**src/rtl/serial_adder_pkg.sv**
```systemverilog
// Shared types and sizing helpers for the bit-serial adder controller.
package serial_adder_pkg;

  // Controller states; 2-bit encoding.
  typedef enum logic [1:0] {
    IDLE = 2'd0,
    RUN  = 2'd1,
    DONE = 2'd2
  } state_t;

  // Bits needed for a counter that must represent 0..w.
  function automatic int cnt_width(input int w);
    return $clog2(w + 1);
  endfunction

endpackage

```
**src/rtl/half_adder_behavioural.sv**
```systemverilog
// One-bit half adder described behaviourally.
module half_adder_behavioural (
  input  logic a,
  input  logic b,
  output logic s,
  output logic c
);

  assign s = a ^ b;
  assign c = a & b;

endmodule

```
**src/rtl/serial_adder_ctrl_fa_cell.sv**
```systemverilog
// One-bit full adder: two half adders with their carries merged by an OR gate.
module fa_cell (
  input  logic a,
  input  logic b,
  input  logic ci,
  output logic s,
  output logic co
);

  logic s0;
  logic c0;
  logic c1;

  half_adder_behavioural u_ha0 (
    .a (a),
    .b (b),
    .s (s0),
    .c (c0)
  );

  half_adder_behavioural u_ha1 (
    .a (s0),
    .b (ci),
    .s (s),
    .c (c1)
  );

  assign co = c0 | c1;

endmodule

```
**src/rtl/serial_adder_ctrl.sv**
```systemverilog
// Bit-serial adder controller: sequences one full-adder cell over WIDTH
// cycles, LSB first, behind a start/done handshake.
module serial_adder_ctrl
  import serial_adder_pkg::*;
#(
  parameter int WIDTH = 8
) (
  input  logic             clk,
  input  logic             rst,
  input  logic             start,
  input  logic [WIDTH-1:0] a,
  input  logic [WIDTH-1:0] b,
  input  logic             cin,
  output logic             busy,
  output logic             done,
  output logic [WIDTH-1:0] sum,
  output logic             cout
);

  localparam int CW = cnt_width(WIDTH);

  state_t           state;
  state_t           state_next;
  logic [WIDTH-1:0] a_sh;
  logic [WIDTH-1:0] b_sh;
  logic             carry;
  logic [CW-1:0]    cnt;
  logic             fa_s;
  logic             fa_co;
  logic             last_bit;
  logic [WIDTH-1:0] sum_shift;

  fa_cell u_fa (
    .a  (a_sh[0]),
    .b  (b_sh[0]),
    .ci (carry),
    .s  (fa_s),
    .co (fa_co)
  );

  assign last_bit = (cnt == CW'(WIDTH - 1));

  // Next-state decode and handshake outputs.
  always_comb begin
    // NOTE: every output gets a default first so no path leaves it unassigned, which would infer a latch.
    state_next = state;
    busy       = 1'b0;
    done       = 1'b0;
    unique case (state)
      IDLE: if (start) state_next = RUN;
      RUN: begin
        busy = 1'b1;
        if (last_bit) state_next = DONE;
      end
      DONE: begin
        done       = 1'b1;
        state_next = IDLE;
      end
      default: state_next = IDLE;
    endcase
  end

  // New result bit enters at the MSB; after WIDTH shifts bit 0 lands at the LSB.
  // Shifting rather than slicing keeps WIDTH=1 legal.
  always_comb begin
    sum_shift            = sum >> 1;
    sum_shift[WIDTH-1]   = fa_s;
  end

  // State register plus operand, carry, counter and result registers.
  always_ff @(posedge clk) begin
    // NOTE: non-blocking assignments so every register samples pre-edge values, matching real flops.
    if (rst) begin
      state <= IDLE;
      a_sh  <= '0;
      b_sh  <= '0;
      carry <= 1'b0;
      cnt   <= '0;
      sum   <= '0;
      cout  <= 1'b0;
    end else begin
      state <= state_next;
      unique case (state)
        IDLE: begin
          if (start) begin
            a_sh  <= a;
            b_sh  <= b;
            carry <= cin;
            cnt   <= '0;
          end
        end
        RUN: begin
          carry <= fa_co;
          sum   <= sum_shift;
          a_sh  <= a_sh >> 1;
          b_sh  <= b_sh >> 1;
          cnt   <= cnt + CW'(1);
          if (last_bit) cout <= fa_co;
        end
        default: ;
      endcase
    end
  end

endmodule

```
**config.mk**
```make
export PLATFORM = sky130hd
export DESIGN_NAME = serial_adder_ctrl
export DESIGN_NICKNAME = d
export VERILOG_FILES = /design/src/rtl/serial_adder_pkg.sv /design/src/rtl/half_adder_behavioural.sv /design/src/rtl/serial_adder_ctrl_fa_cell.sv /design/src/rtl/serial_adder_ctrl.sv
export SDC_FILE = /design/constraint.sdc
export NUM_CORES = 1
export LEC_CHECK = 0
export CELL_PAD_IN_SITES_DETAIL_PLACEMENT = 0
export CELL_PAD_IN_SITES_GLOBAL_PLACEMENT = 1
export CORE_MARGIN = 2
export CORE_UTILIZATION = 40
export DETAILED_ROUTE_END_ITERATION = 10
export PLACE_DENSITY = 0.94
export SETUP_SLACK_MARGIN = 0.1
export SLEW_MARGIN = 10
export SYNTH_ARGS = -nofsm -noshare
export SYNTH_HDL_FRONTEND = slang
export SYNTH_SLANG_ARGS = --single-unit
```
**constraint.sdc**
```tcl
create_clock -name clk -period 2.6 [get_ports clk]
set_clock_uncertainty 0.2 [all_clocks]
set_input_delay 0.52 -clock clk [delete_from_list [all_inputs] [get_ports clk]]
set_output_delay 0.52 -clock clk [all_outputs]
set_load 0.05 [all_outputs]
```
==> results.cfg, run 1 <==
[run_status]
status = finished clean

[floorplanning]
core-area_um2 = 3360
initial_core_util_pct = 42.3
dieHeight_um = 63.6
die_x_um = 63.6
rows = 21
io-pin-count = 31
die_area_um2 = 4050

[timing]
setup_tns_ns = 0
max_freq_ghz = 0.451
min_period_ns = 2.22
rsz0062_at_grt = false
fin_crit_sh_pct = 85.3
tightest_slew_ns = 0.574
slew_violations = 0
slew_headroom_pct = 61.7
hold_viol_final = 0
setup_viol = 0

[cells_and_area]
final_area_um2 = 1780
diodes = 0
fin_nets = 209
drive_above_1_share_pct = 14.4
synthToLayoutAreaGrowth_pct = 25.3

[route]
route.vias.total = 1211
wl_mm = 2.81
vias_per_cell = 5.20
drc = 0
ant_nets = 0
avgRoutedWirePerCell_um = 12.1
first_iter_violations = 51
firstDrtPassIters = 4

[critical_path]
required_ns = 1.88
critPathTopFamily = buffers and inverters
path_max_fanout = 3
worst-setup-path-type = flip-flop to output pin
r2r_start = state[0]
arrival_ns = 1.50
critPathSlowestCell = clkdlybuf4s50_1
cpPeakStageDelay_ns = 0.81
path_buf_inv = 1
r2r_end = cnt[3]
crit_path_end_kind = output pin
cp-start-kind = flip-flop
path_cells = clkdlybuf4s50_1
rr_worst_depth = 4
r2r_slack_ns = 0.90

[yosys]
synth_seq_cells = 32
ys_warn_count = 0
ys_seq_area_share_pct = 45.0
avgSynthCellArea_um2 = 8.89
netlist_area_um2 = 1420
synth_fp_nets = 182
ys_types = 32
synth_cells = 160

[power]
power_switching_uw = 268
vdd_drop_max_mv = 0.271
power_density_nw_per_um2 = 567
clockPowerShare_pct = 31.0
p_seq_share_pct = 53.1
combPwrFrac_pct = 15.9
swShare_pct = 26.5
leakage_nw = 0.684
power_mw = 1.01
power.internal_uw = 743

[grt]
grt_usage_pct = 15.2
antenna_found_initial = 0
grt_start_max_net_pins = 31
grt_first_pass_wirelength_mm = 4.85
grt_overflow_total = 0
grt_pass1_vias = 1100

[placement]
dpl_cell_area_um2 = 1720
io_buffers = 30
dp_hpwl_mm = 1.90
gp_congestion = 0.714

[clocking]
clockBufferDepth = 2
cts.clk_slew.worst_paths_ns = 0.09
root_buffer = clkbuf_4
htree_levels = 2
cts_tree = yes
cts_buffers = 5
worstSkewPairLatency_ns = 0.33
cts.sinks = 32

[hold_path]
holdCritStartpoint = sum[0]
hold_depth = 2
hold_class = flip-flop to flip-flop
holdPathEnd = sum[0]

[flow_run]
drv_cap = 0
==> per-stage QoR <==
step	instances	worst slack, ns	utilization (%)	hold WS, ns
CTS	233	0.141	52.9	0.275
detailed placement	226	0.408	51.0	0.261
global placement	226	0.532	51.0	0.243
finish	233	0.381	53.0	0.264
floorplan	160	0.945	-	0.266
global route	233	0.314	53.0	0.300
==> cell usage after synthesis, drive strengths merged <==
| cell | count | area (um2) |
|---|---|---|
| dfxtp | 32 | 641 |
| inv | 2 | 15.0 |
| buf | 9 | 78.8 |
| nor3 | 2 | 10.0 |
| clkbuf | 3 | 11.3 |
| o41ai | 1 | 8.76 |
| nor2 | 20 | 75.1 |
| nor3b | 1 | 7.51 |
| o211a | 1 | 10.0 |
| nand3 | 2 | 10.0 |
| fa | 1 | 20.0 |
| a31oi | 1 | 6.26 |
| o21ba | 1 | 10.0 |
| or3 | 1 | 6.26 |
| o21ai | 1 | 5.00 |
| and2b | 1 | 7.51 |
| a211oi | 16 | 155 |
| nand2 | 33 | 124 |
| a21oi | 24 | 146 |
| ha | 1 | 12.5 |
| o21bai | 1 | 18.8 |
| nand4b | 1 | 8.76 |
| nand2b | 1 | 6.26 |
| nor2b | 1 | 6.26 |
| a22oi | 3 | 22.5 |
==> sequential cells by signal, summed over array words and instances (netlist names) <==
signal,flops
sum,8
a_sh,8
b_sh,8
cnt,4
carry,1
cout,1
state,2
==> worst max-delay path by stage <==
stage / cells past startpoint / end / slack, ns / from
6_report: 1 / sum[5] / 0.38 / sum[5]
5_1_grt: 1 / sum[5] / 0.31 / sum[5]
4_1_cts: 2 / done / 0.14 / state[0]
3_5_place_dp: 4 / b_sh[3] / 0.41 / start
3_3_place_gp: 2 / done / 0.53 / state[0]
2_1_floorplan: 4 / busy / 0.95 / state[0]
==> cell families (layout without fill, tap and decap cells) <==
| family | Yosys count | after routing | share of synthesized area [%] |
|---|---|---|---|
| buffers and inverters | 14 | 41 | 7.39 |
| flip-flops | 32 | 32 | 45.0 |
| AND/OR/NAND/NOR | 63 | 63 | 18.4 |
| adder cells (fa/ha/maj) | 2 | 2 | 2.29 |
| AO/OA/AOI/OAI | 49 | 49 | 26.9 |
==> cells in the final DEF (no fill, tap or decap), types with 2 or more instances in the layout <==
master | netlist | final
nor2_1 | 20 | 20
a211oi_2 | 7 | 7
clkbuf_4 | 0 | 5
a21oi_2 | 7 | 7
buf_4 | 3 | 2
a211oi_1 | 9 | 9
dfxtp_1 | 32 | 32
nand2_1 | 33 | 33
clkdlybuf4s50_1 | 0 | 28
a22oi_1 | 3 | 3
clkbuf_8 | 0 | 2
nand3_1 | 2 | 2
a21oi_1 | 17 | 17
nor3_1 | 2 | 2
==> timing repair <==
| action | 4_1_cts | 5_1_grt |
|---|---|---|
| resized for setup | 0 | 1 |
| hold buffers | 0 | 0 |
| buffers inserted | 0 | 0 |
| endpoints found under the setup margin | 0 | 1 |
==> routing by layer <==
layer	global-route usage (%)	part of all wire [%]
met1	17.5	42
met2	26.7	50
met3	5.36	6.0
met4	4.08	1.1
met5	0	0
==> power groups by stage <==
| stage | clock [mW] | sequential (mW) | combinational [mW] |
|---|---|---|---|
| 5_1_grt | 0.350 | 0.540 | 0.178 |
| 4_1_cts | 0.326 | 0.536 | 0.163 |
| 2_1_floorplan | 0 | 0.551 | 0.111 |
| 6_report | 0.313 | 0.536 | 0.161 |
| 3_5_place_dp | 0 | 0.548 | 0.163 |
| 3_3_place_gp | 0 | 0.546 | 0.158 |
==> area by class of cell <==
| class | instances | area [um2] |
|---|---|---|
| Fill cell | 357 | 1580 |
| Multi-Input combinational cell | 114 | 677 |
| Sequential cell | 32 | 641 |
| Timing Repair Buffer | 32 | 328 |
| Clock buffer | 7 | 65.1 |
| Tap cell | 46 | 57.6 |
| Inverter | 2 | 15.0 |
Note: power is estimated with default switching activity, not from simulation.
==> inputs of run 2 (changes only) <==
Settings changed: CORE_UTILIZATION 40 to 49, DONT_BUFFER_PORTS from default to 1, GPL_ROUTABILITY_DRIVEN from default to 0, PLACE_DENSITY 0.94 to 0.92.
==> run 2 against run 1 <==
  * Cell area decreased by 19%
  * Critical path depth rose by 1
  * Clock power decreased by 6.4%
  * Hold slack got worse by 0.22 ns
  * Die area is 17% lower
  * Critical path type unchanged
  * Routed wire length fell by 6.1%
  * Setup slack improved by 0.045 ns
==> results.cfg, run 2 (synthesis results as in run 1) <==
[placement]
io_buffers = 0
dp_hpwl_mm = 1.81
pre_cts_ws_ns = 0.751

[power]
leakage_nw = 0.544
power_density_nw_per_um2 = 655
power_uw = 944
vdd_drop_max_mv = 0.586

[clocking]
cts.clk_slew.worst_paths_ns = 0.10
cts_tree = yes
worstSkewPairLatency_ns = 0.33
cts.sinks = 32
htree_levels = 2
root_buffer = clkbuf_4
cts_resized = 0
ctsHoldBuffers = 0
post_cts_buffers = 0
cts_buffers = 5
clockBufferDepth = 2

[timing]
rsz0062_at_grt = false
fin_crit_sh_pct = 83.6
max_freq_ghz = 0.460
hold_viol_final = 0
setup_tns_ns = 0
setup_viol = 0
min_period_ns = 2.17
tightest_slew_ns = 0.563
layout_setup_ws_ns = 0.426
slew_headroom_pct = 62.4
slew_violations = 0

[run_status]
status = finished clean

[route]
wl_mm = 2.64
drc = 0
vias_per_cell = 5.63
route.vias.total = 1059
ant_nets = 0
avgRoutedWirePerCell_um = 14.0
firstDrtPassIters = 4
first_iter_violations = 42

[cells_and_area]
final_cell_mix = 33 x nand2_1, 32 x dfxtp_1, 20 x nor2_1
drive_above_1_share_pct = 16.6
final_common_cell = nand2_1
synthToLayoutAreaGrowth_pct = 1.23
fin_nets = 178
diodes = 0
reg_top3 = a_sh (8), b_sh (8), sum (8)

[grt]
grt_overflow_total = 0
antenna_found_initial = 0
grt_usage_pct = 17.2
grt_start_max_net_pins = 34
grt_first_pass_wirelength_mm = 4.36
grt_pass1_vias = 1016

[critical_path]
required_ns = 1.88
crit_path_end_kind = output pin
worst-setup-path-type = flip-flop to output pin
arrival_ns = 1.45
path_max_fanout = 28
rr_worst_depth = 4
cp-start-kind = flip-flop

[floorplanning]
die_x_um = 57.9
core-area_um2 = 2760
io-pin-count = 31
die_area_um2 = 3350
rows = 19
dieHeight_um = 57.9
initial_core_util_pct = 51.6

[hold_path]
hold_class = input port to flip-flop
hold_depth = 1

[flow_run]
drv_cap = 0
==> run 2: cell types whose count changed in the layout (fill, tap and decap cells not counted) <==
| cell | previous run | this run |
|---|---|---|
| clkbuf_8 | 2 | 1 |
| clkinv_2 | 0 | 2 |
| buf_12 | 1 | 0 |
| clkdlybuf4s50_1 | 28 | 0 |
| buf_4 | 2 | 1 |
| dlymetal6s2s_1 | 1 | 0 |
==> run 2: worst paths after layout <==
path            start      end  slack [ns]
min               rst   sum[3]        0.05
max          state[0]     busy        0.43
max reg2reg  state[0]   cnt[3]        0.75
min reg2reg   b_sh[6]  b_sh[6]        0.31
==> run 2: routing by layer <==
metal	part of all wire, %	track usage (%)	vias up
met2	49	29.9	27
met4	2.4	9.97	0
met3	5.6	4.24	8
li1	-	-	545
met1	43	19.1	479
met5	0	0	-
==> run 2: cell type report <==
class / instances / area [um2]
clock inverter: 2 / 10.0
multi-input combinational: 114 / 677
clock buffer: 6 / 51.3
tap: 31 / 38.8
fill: 254 / 1320
inverter: 2 / 15.0
timing repair buffer: 1 / 7.51
sequential: 32 / 641
==> run 2: worst max-delay path, cell delays in order, from the launching register on <==
cell and delay [ns]:
dfxtp_1 0.47, nand2b_1 0.33, inv_8 0.33
==> run 2: power by group <==
part           internal, mW  switching [mW]
Combinational        0.0399          0.0667
Sequential            0.517          0.0270
Clock                 0.128           0.164
Total                 0.686           0.258
==> run 2: through the flow <==
stage | hold WS, ns | utilization (%) | std cells | area [um2]
2_1_floorplan | 0.266 | - | 160 | 1420
3_3_place_gp | 0.281 | 50.0 | 180 | 1380
3_5_place_dp | 0.294 | 50.0 | 180 | 1380
4_1_cts | 0.0251 | 52.2 | 188 | 1440
5_1_grt | 0.0162 | 52.2 | 188 | 1440
6_report | 0.0451 | 52.2 | 188 | 1440
==> inputs of run 3 (changes only) <==
Settings changed: CORE_UTILIZATION 49 to 45, PLACE_DENSITY 0.92 to 0.86.
Clock period 2.6 ns to 2.06 ns, I/O delays scaled along.
==> run 3 against run 2 <==
  * Power up 23%
  * Cell area increased by 3.3%
  * Flip-flop and latch count unchanged
  * Clock-buffer cell count did not move
  * Register-to-register slack got worse by 0.26 ns
  * Non-clock buffer count rose by 2
  * Cell count up 7.4%
  * Die area is 8.3% higher
  * Hold slack worse by 0.033 ns
  * Combinational power up 43%
  * Critical endpoint is now done
  * Largest cell class unchanged
==> results.cfg, run 3 (synthesis results as in run 1) <==
[route]
firstDrtPassIters = 4
avgRoutedWirePerCell_um = 13.6
route.vias.total = 1103
wl_mm = 2.74
first_iter_violations = 41
ant_nets = 0
drc = 0
vias_per_cell = 5.46

[grt]
grt_start_max_net_pins = 33
grt_pass1_vias = 1091
antenna_found_initial = 0
grt_overflow_total = 0
grt_usage_pct = 17.4
grt_first_pass_wirelength_mm = 4.55

[cells_and_area]
drive_above_1_share_pct = 16.5
synthToLayoutAreaGrowth_pct = 4.57
final_area_um2 = 1490
final_cell_mix = 33 x nand2_1, 32 x dfxtp_1, 20 x nor2_1
final_common_cell = nand2_1
diodes = 0
stdcell_count = 202
multi_input_area_um2 = 684
reg_top3 = a_sh (8), b_sh (8), sum (8)
fill_cells = 293
fin_nets = 180
seqCellArea_um2 = 641
utilization_pct = 49.1

[power]
combPwrFrac_pct = 13.1
power_mw = 1.17
leakage_nw = 0.552
clockPowerShare_pct = 27.8
power_density_nw_per_um2 = 783
power.internal_uw = 835
p_seq_share_pct = 59.0
swShare_pct = 28.4
vdd_drop_max_mv = 0.298
power_switching_uw = 330

[clocking]
clockBufferDepth = 2
cts.sinks = 32
cts_tree = yes
worstSkewPairLatency_ns = 0.32
cts_buffers = 5
htree_levels = 2
cts.clk_slew.worst_paths_ns = 0.09
root_buffer = clkbuf_4
post_cts_buffers = 0

[timing]
slew_headroom_pct = 63.0
hold_viol_final = 0
timing.hold.ws_ns = 0.0119
slew_violations = 0
fin_crit_sh_pct = 90.9
setup_viol = 0
max_freq_ghz = 0.534
min_period_ns = 1.87
rsz0062_at_grt = false
setup_tns_ns = 0
tightest_slew_ns = 0.553
layout_setup_ws_ns = 0.188

[floorplanning]
initial_core_util_pct = 47.0
dieHeight_um = 60.2
io-pin-count = 31
core-area_um2 = 3030
die_x_um = 60.2
rows = 20
die_area_um2 = 3630

[critical_path]
critPathTopFamily = simple AND/OR/NAND/NOR gates
worst-setup-path-type = flip-flop to output pin
cp-start-kind = flip-flop
critPathSlowestCell = and2b_1
arrival_ns = 1.26
path_max_fanout = 6
path_buf_inv = 0
cpPeakStageDelay_ns = 0.53
path_cells = and2b_1
required_ns = 1.45
crit_path_end_kind = output pin

[placement]
dp_hpwl_mm = 1.80
dp_cells = 193
io_buffers = 0
dpl_cell_area_um2 = 1400
pre_cts_ws_ns = 0.269

[flow_run]
drv_cap = 0

[hold_path]
hold_class = input port to flip-flop

[run_status]
status = finished clean
run 3: changes by cell type in the layout (fill, tap and decap cells not counted), sizes merged:
cell / previous run / this run
buf: 1 / 2
clkinv: 2 / 1
dlygate4sd3: 0 / 1
run 3: area by class of cell:
type                       instances  share of cell area [%]
multi-input combinational        114                    46.0
tap                               44                    3.70
clock buffer                       6                    2.78
inverter                           2                    1.60
clock inverter                     1                   0.336
sequential                        32                    43.1
timing repair buffer               3                    2.52
run 3: timing repair:
action	4_1_cts	5_1_grt
cloned	0	0
hold endpoints to repair	32	0
hold buffers	2	0
resized for setup	3	1
setup endpoints to repair	1	1
run 3: power by group through the flow:
stage               combinational, mW  clock [mW]  sequential, mW
floorplan                       0.139           0           0.696
global placement                0.131           0           0.700
detailed placement              0.134           0           0.701
CTS                             0.154       0.339           0.687
global route                    0.174       0.370           0.693
finish                          0.153       0.324           0.688
run 3: per-layer routing:
layer	vias to the layer above	share of wire [%]	wire (um)	track usage, %
met5	-	0	0	0
met4	0	1.9	53	6.67
met3	7	6.5	178	9.31
met2	30	49	1340	29.3
met1	519	43	1170	18.1
li1	547	-	-	-
run 3: path summary, 6_finish.rpt:
path | startpoint | end | slack [ns] | cells past startpoint
setup / recovery | state[0] | done | 0.19 | 1
hold / removal | b[4] | b_sh[4] | 0.01 | 2
setup reg to reg | state[1] | b_sh[3] | 0.49 | 4
hold reg to reg | b_sh[6] | b_sh[6] | 0.31 | 2
